## src/rtl/clk_ctrl_pkg.sv

```systemverilog
// Shared definitions for the SAP-3 run/single-step clock-enable controller.
// Holds the controller state encoding and the synchronizer depth.
package clk_ctrl_pkg;

    // Controller states: single-step (reset state), free-run, and the
    // terminal halted state that only reset can leave.
    typedef enum logic [1:0] {
        ST_STEP   = 2'd0,
        ST_RUN    = 2'd1,
        ST_HALTED = 2'd2
    } ctrl_state_t;

    // Depth of every input synchronizer chain in the controller.
    localparam int SYNC_STAGES = 2;

endpackage

```

## src/rtl/sync_debounce.sv

```systemverilog
// Synchronizer plus debouncer for one asynchronous push-button.
// The raw input passes through a SYNC_STAGES-deep flop chain and is then
// debounced. The debounced level only changes after DEBOUNCE_CYCLES
// consecutive samples that disagree with it.
// Ports:
//   clk   - sampling clock
//   rst_n - asynchronous active-low reset
//   din   - raw asynchronous button input
//   level - debounced button level
//   rise  - one-cycle pulse on a 0->1 change of the debounced level
module sync_debounce #(
    parameter int DEBOUNCE_CYCLES = 16,
    parameter int SYNC_STAGES     = 2
) (
    input  logic clk,
    input  logic rst_n,
    input  logic din,
    output logic level,
    output logic rise
);

    localparam int CNT_W = $clog2(DEBOUNCE_CYCLES);
    localparam logic [CNT_W-1:0] CNT_MAX = CNT_W'(DEBOUNCE_CYCLES - 1);

    logic [SYNC_STAGES-1:0] sync_q, sync_d;
    logic [CNT_W-1:0]       cnt_q, cnt_d;
    logic                   level_q, level_d;
    logic                   prev_q, prev_d;
    logic                   synced;

    // The synchronizer shifts the raw input in at bit 0. The debounce
    // counter runs only while the synced sample disagrees with the current
    // level, and any agreeing sample restarts it. When the counter reaches
    // its last value and the sample still disagrees, the level flips.
    always_comb begin
        sync_d  = {sync_q[SYNC_STAGES-2:0], din};
        synced  = sync_q[SYNC_STAGES-1];
        level_d = level_q;
        cnt_d   = '0;
        prev_d  = level_q;
        if (synced != level_q) begin
            if (cnt_q == CNT_MAX) begin
                level_d = synced;
                cnt_d   = '0;
            end else begin
                cnt_d = cnt_q + 1'b1;
            end
        end
    end

    // Register stage for the synchronizer, counter, and debounced history.
    always_ff @(posedge clk or negedge rst_n) begin
        if (!rst_n) begin
            sync_q  <= '0;
            cnt_q   <= '0;
            level_q <= 1'b0;
            prev_q  <= 1'b0;
        end else begin
            sync_q  <= sync_d;
            cnt_q   <= cnt_d;
            level_q <= level_d;
            prev_q  <= prev_d;
        end
    end

    assign level = level_q;
    assign rise  = level_q & ~prev_q;

endmodule

```

## src/rtl/clk_step_ctrl.sv

```systemverilog
// Run/single-step clock-enable controller for the SAP-3 core.
// The controller generates cpu_ce, a one-cycle enable for every CPU register
// update. In free-run mode cpu_ce pulses once every prescale+1 cycles. In
// single-step mode cpu_ce pulses once per debounced step-button press. An
// accepted halt stops cpu_ce until reset.
// Ports:
//   clk      - divided system clock
//   rst_n    - asynchronous active-low reset
//   run_mode - async switch, 1 = free-run, 0 = single-step
//   step_btn - async step push-button, active-high
//   prescale - free-run period minus one, quasi-static
//   hlt      - CPU halt request, synchronous to clk
//   cpu_ce   - registered clock-enable to the CPU
//   halted   - registered, high once a halt has been accepted
//   stepping - registered, high while in single-step mode
module clk_step_ctrl
    import clk_ctrl_pkg::*;
#(
    parameter int DEBOUNCE_CYCLES = 16,
    parameter int PRESCALE_W      = 8
) (
    input  logic                  clk,
    input  logic                  rst_n,
    input  logic                  run_mode,
    input  logic                  step_btn,
    input  logic [PRESCALE_W-1:0] prescale,
    input  logic                  hlt,
    output logic                  cpu_ce,
    output logic                  halted,
    output logic                  stepping
);

    ctrl_state_t           state_q, state_d;
    logic [PRESCALE_W-1:0] cnt_q, cnt_d;
    logic                  cpu_ce_q, cpu_ce_d;
    logic                  halted_q, halted_d;
    logic                  stepping_q, stepping_d;
    logic [1:0]            run_sync_q, run_sync_d;
    logic                  run_synced;
    logic                  step_level;
    logic                  step_rise;
    logic                  step_req;

    sync_debounce #(
        .DEBOUNCE_CYCLES(DEBOUNCE_CYCLES),
        .SYNC_STAGES    (SYNC_STAGES)
    ) u_step_db (
        .clk  (clk),
        .rst_n(rst_n),
        .din  (step_btn),
        .level(step_level),
        .rise (step_rise)
    );

    // A request needs a fresh rising edge with the debounced level still high.
    assign step_req   = step_rise & step_level;
    assign run_synced = run_sync_q[1];

    // Next-state logic. hlt is checked before every other condition so that
    // it wins over a terminal count, a step request, or a mode change in the
    // same cycle. The free-run compare uses >= so that lowering prescale
    // below the current count ends the period at once and does not wrap.
    always_comb begin
        run_sync_d = {run_sync_q[0], run_mode};
        state_d    = state_q;
        cnt_d      = cnt_q;
        cpu_ce_d   = 1'b0;
        halted_d   = halted_q;
        case (state_q)
            ST_RUN: begin
                if (hlt) begin
                    state_d  = ST_HALTED;
                    halted_d = 1'b1;
                end else if (!run_synced) begin
                    state_d = ST_STEP;
                    cnt_d   = '0;
                end else if (cnt_q >= prescale) begin
                    cpu_ce_d = 1'b1;
                    cnt_d    = '0;
                end else begin
                    cnt_d = cnt_q + 1'b1;
                end
            end
            ST_STEP: begin
                if (hlt) begin
                    state_d  = ST_HALTED;
                    halted_d = 1'b1;
                end else if (run_synced) begin
                    state_d = ST_RUN;
                    cnt_d   = '0;
                end else begin
                    cpu_ce_d = step_req;
                end
            end
            ST_HALTED: begin
                state_d = ST_HALTED;
            end
            default: begin
                state_d = ST_STEP;
                cnt_d   = '0;
            end
        endcase
        stepping_d = (state_d == ST_STEP);
    end

    // State registers. Reset lands in single-step mode with every counter
    // and synchronizer cleared, and drops cpu_ce without waiting for a clock.
    always_ff @(posedge clk or negedge rst_n) begin
        if (!rst_n) begin
            state_q    <= ST_STEP;
            cnt_q      <= '0;
            cpu_ce_q   <= 1'b0;
            halted_q   <= 1'b0;
            stepping_q <= 1'b1;
            run_sync_q <= '0;
        end else begin
            state_q    <= state_d;
            cnt_q      <= cnt_d;
            cpu_ce_q   <= cpu_ce_d;
            halted_q   <= halted_d;
            stepping_q <= stepping_d;
            run_sync_q <= run_sync_d;
        end
    end

    assign cpu_ce   = cpu_ce_q;
    assign halted   = halted_q;
    assign stepping = stepping_q;

endmodule

```

## config.mk

```make
export PLATFORM = sky130hd
export DESIGN_NAME = clk_step_ctrl
export DESIGN_NICKNAME = d
export VERILOG_FILES = /design/src/rtl/clk_ctrl_pkg.sv /design/src/rtl/sync_debounce.sv /design/src/rtl/clk_step_ctrl.sv
export SDC_FILE = /design/constraint.sdc
export NUM_CORES = 1
export LEC_CHECK = 0
export ABC_AREA = 1
export ABC_CLOCK_PERIOD_IN_PS = 4000
export BUFFER_PORTS_ARGS = -buffer_cell sky130_fd_sc_hd__buf_2
export CORE_ASPECT_RATIO = 1.4
export CORE_MARGIN = 4
export CORE_UTILIZATION = 50
export DETAILED_ROUTE_END_ITERATION = 6
export PLACE_DENSITY_LB_ADDON = 0.1
export SYNTH_ARGS = -nofsm -noshare
export SYNTH_HDL_FRONTEND = slang
export SYNTH_HIERARCHICAL = 1
export SYNTH_SLANG_ARGS = --single-unit
export TNS_END_PERCENT = 100
```

## constraint.sdc

```tcl
create_clock -name clk -period 4 [get_ports clk]
set_clock_uncertainty 0.15 [all_clocks]
set_input_delay 0.6 -clock clk [delete_from_list [all_inputs] [get_ports clk]]
set_output_delay 0.6 -clock clk [all_outputs]
set_load 0.05 [all_outputs]
```

* Word-level counts from Yosys, hierarchy flattened *
Cells that the tools add are included.

word-level totals
  output and inout port bits = 3
  bits in read-only memories = 0
  logic and storage cells = 49
  memory bits (writable) = 0
  bits in latches = 0
  bits in registers = 23
  bits of input ports = 13
  memories kept = 0

operators by class
  add/sub/neg operators = 2
  shift-type cells = 0
  div/mod/pow operators = 0
  magnitude comparators = 1
  $mul = 0
  equal/unequal tests = 7
  bitwise operators = 4
  reduce and logical (&&, ||, !) cells = 6
  muxes and demuxes = 19

operator list
  kind                                           number
  two-way mux 8 bit                              5
  one-hot mux 8 bit (3 select lines)             1
  adder 8 x 1 -> 8 bit, second input constant    1
  >= comparator 8 bit                            1
  two-way mux 2 bit                              4
  two-way mux 4 bit                              2
  != test 2 bit, second input constant           3
  one-hot mux 2 bit (3 select lines)             1
  two-way mux 1 bit                              5
  adder 4 x 1 -> 4 bit, second input constant    1
  == test 4 bit, second input constant           1
  logical NOT 2 bit                              2
  AND reduction 2 bit                            2
  AND reduction 4 bit                            1
  AND 1 bit                                      2
  == test 2 x 1 -> 1 bit, second input constant  1
  == test 2 bit, second input constant           1
  NOT 1 bit                                      2
  one-hot mux 1 bit (2 select lines)             1
  OR reduction 2 bit                             1
  != test 1 bit                                  1

* Logic depth before layout (Yosys ltp) *
  word-level depth = 6
  gate-level depth with buffers = 11
  mapped depth without buffers = 11

* By module *
Netlist, hierarchy kept.

by module, submodules not included
  module         area each (um2)  cells an instance  seq. area each (um2)  instances
  clk_step_ctrl  934.6            115                376.6                 1
  sync_debounce  304.0            30                 200.2                 1

* Worst setup path after synthesis *
Ideal clock, no wire load.

  kind = input port to flip-flop
  start = input port prescale[7]
  end = register, netlist name cnt_q[0]
  required time = 3.766 ns
  path buffers = 0
  library setup time = 0.084 ns
  setup slack = 2.179 ns
  stages = 6
  data arrival time = 1.586 ns
  cells stage by stage = inv_1 > ha_1 > a21o_1 > nor2_1 > nand4_2 > o21ai_0

RTL lines
  what                RTL line             text
  start: declaration  clk_step_ctrl.sv:26  input logic [PRESCALE_W-1:0] prescale,

==> metrics.txt <==
I/O pin total 16; M1 GR Usage between 10% and 20%; Worst-Skew Late Latency 0.31 ns; CP max stage delay 0.48 ns; DP Area 1345 um2; post-synthesis mux area share 0%; First-pass DRT Iterations 4; xor and xnor fraction of the mapped netlist area 2.828%; Vias/cell 4.690; nets approximately 190; Hold Crit Class primary input to asynchronous set/reset pin; fill cell count 220; CTS tree yes; M2 GR Usage 25.65%; Relative slew margins between 60 and 70%; max cap viols 0; simple-gate area share of the yosys netlist 22.73%; DRC violations left 0; cell area after layout around 1400 um2; global route overflow 0; CTS Hold Bufs 0; DIE HEIGHT between 60 and 70 um; wire per inst 10.74 um; busiest metal layer after global routing met2; post-route minimum period 1.858 ns; Levels on crit path 6; CP bufs+invs 0; mapped cell area 1239 um2; status finished, final reports clean; Sink Count 23; P_leak 0.0007197 uW; Crit Path Class register to register; vias in the first global route 864; Worst R2R End cnt_q[1]; H-tree depth 1; register bit total from synthesis 23; port bufs 15; global-route wire length before repair 3795 um; Syn-to-layout area delta 10.81%; critical path's slowest cell dfrtp_1; post-DP HPWL around 1700 um; Gate Count Post-Synth ~150; area leader, netlist dfrtp_1; post-synth cell types 23; CTS resizes 0; Avg Cell Area, Syn 8.543 um2; starting density of the core ~52%; area share of the largest cell type after synthesis 44.44%; Final Wtd Congestion between 0.8 and 0.9; ranking of synthesized cells by area dfrtp_1 (44%), ha_1 (10%), nand2_1 (10%); Setup TNS Final 0 ns; layout cells sized above 1 17.18%; final antenna-violating net count 0; CTS Buf Count 3; FF-to-FF path depth 6; internal reg-to-reg setup slack 2.14 ns; most frequent CP cell nor2_1; Tot GR Track Use between 10 and 15%; largest net degree at the start of global routing 24; unrepaired setup endpoints after global routing false; clock slew at reported path FFs 0.13 ns; pwr/cell area 273.5 nW/um2; Critical Path Source cnt_q[5]; clk buf depth 2; fin crit share a little under half; die area 3349 um2; CP arrival between 1.5 and 2 ns; worst vdd ir 214.5 uV; post-CTS setup buffer count 0; initial antenna violation count 0; sequential-to-total area share from yosys stat 46.57%; Die X-Extent about 50 um; pins over their slew limit 0; Synthesized Nets between 150 and 200; CP max FO 8; crit end category register; CP required 4.08 ns; Peak Freq 538.2 MHz; Least-Margin Pin Slew 0.5112 ns; largest family of logic cells by synthesized area simple AND/OR/NAND/NOR gates; Routed WL 2115 um; final setup fails 0; final count of hold timing violations 0; met3 GRT Util 2.013%; via count between 900 and 1000; number of diodes 0; Synth Area in Adders 10.10%; Synth Warn # 6; row cnt 21; CP top delay family flip-flops; crit-path cells ha_1 > a21oi_1 > nor2_1 > nor2_1 > nand4_2 > o21ai_0; CTS Root Cell clkbuf_4; DRT iter0 DRCs 30; Core ar. 2391 um2; Reg-to-Reg Start cnt_q[5]; Synth Area in Compound Gates 9.293%; startpoint types register
[per-stage QoR]
stage / std cells / hold slack [ns] / setup slack (ns) / power (uW) / util, %
floorplan: 145 / 0.1544 / 2.179 / 260.6 / -
detailed placement: 193 / 0.1878 / 1.913 / 274.7 / 56.25
global route: 197 / 0.1053 / 2.008 / 399.7 / 57.40
CTS: 197 / 0.09655 / 2.144 / 381.3 / 57.40
finish: 197 / 0.09207 / 2.142 / 375.3 / 57.40
global placement: 193 / 0.1840 / 1.976 / 273.8 / 56.25
[cells in the mapped netlist, drive strengths merged]
| cell | instances |
|---|---|
| a21o | 1 |
| a21oi | 10 |
| dfrtp | 22 |
| xnor2 | 1 |
| xor2 | 3 |
| o22ai | 1 |
| nand3 | 7 |
| nor2 | 17 |
| nand4 | 5 |
| o21ai | 5 |
| dfstp | 1 |
| nand2 | 35 |
| inv | 25 |
| o21bai | 1 |
| buf | 1 |
| ha | 10 |
[routing by layer]
metal  vias up  part of all wire, %  routed length, um
met3         2                  4.0                 84
met1       414                   46                963
met2        16                   49               1046
met4         0                 0.99                 21
li1        492                    -                  -
met5         -                    0                  0
[logic make-up after synthesis]
group / Yosys count
flip-flops: 23
AND/OR/NAND/NOR: 64
buffers and inverters: 26
XOR/XNOR: 4
adder cells (fa/ha/maj): 10
AO/OA/AOI/OAI: 18
[state kept, by name, summed over array words and instances, names as in the netlist]
register,flops
cnt_q,8
cpu_ce,1
halted,1
run_sync_q,2
state_q,2
stepping,1
u_step_db/cnt_q,4
u_step_db/level,1
u_step_db/prev_q,1
u_step_db/sync_q,2
[worst max path at each step]
stage | to | slack, ns
3_3_place_gp | cnt_q[1] | 1.98
3_5_place_dp | cnt_q[1] | 1.91
5_1_grt | cnt_q[1] | 2.01
4_1_cts | stepping | 2.14
2_1_floorplan | cnt_q[0] | 2.18
6_report | cnt_q[1] | 2.14
[worst register-to-register path, cell delays in order, from the launching register on]
cell and delay (ns):
dfrtp_1 0.48, ha_1 0.32, a21oi_1 0.14, nor2_1 0.05, nor2_1 0.15, nand4_2 0.26
o21ai_0 0.23
[report_power, final]
part | switching, uW | internal (uW) | leakage, uW
clock network | 68.6 | 37.3 | 0.0000177
registers | 3.63 | 238 | 0.000296
logic | 17.2 | 10.9 | 0.000406
[placed cells by master (no fill, tap or decap), types with 2 or more instances in the layout]
| cell | Yosys | routed |
|---|---|---|
| dfrtp_1 | 22 | 22 |
| nor2_1 | 16 | 16 |
| inv_1 | 25 | 25 |
| ha_1 | 10 | 10 |
| nand3_1 | 7 | 7 |
| xor2_1 | 3 | 3 |
| nand4_2 | 2 | 2 |
| nand4_1 | 3 | 3 |
| o21ai_0 | 3 | 3 |
| clkbuf_4 | 0 | 3 |
| nand2_1 | 33 | 33 |
| buf_2 | 0 | 15 |
| nand2_2 | 2 | 2 |
| a21oi_1 | 8 | 8 |
[final cells by class]
cell class	instances	area [um2]	area share, %
clock buffers	3	22.52	1.641
clock inverters	1	5.005	0.3646
inverters	25	93.84	6.837
multi-input cells	96	556.8	40.57
flip-flops and latches	23	576.8	42.02
well taps	34	42.54	3.099
repair buffers	15	75.07	5.469
No activity file was read; power rests on OpenSTA's default activity.
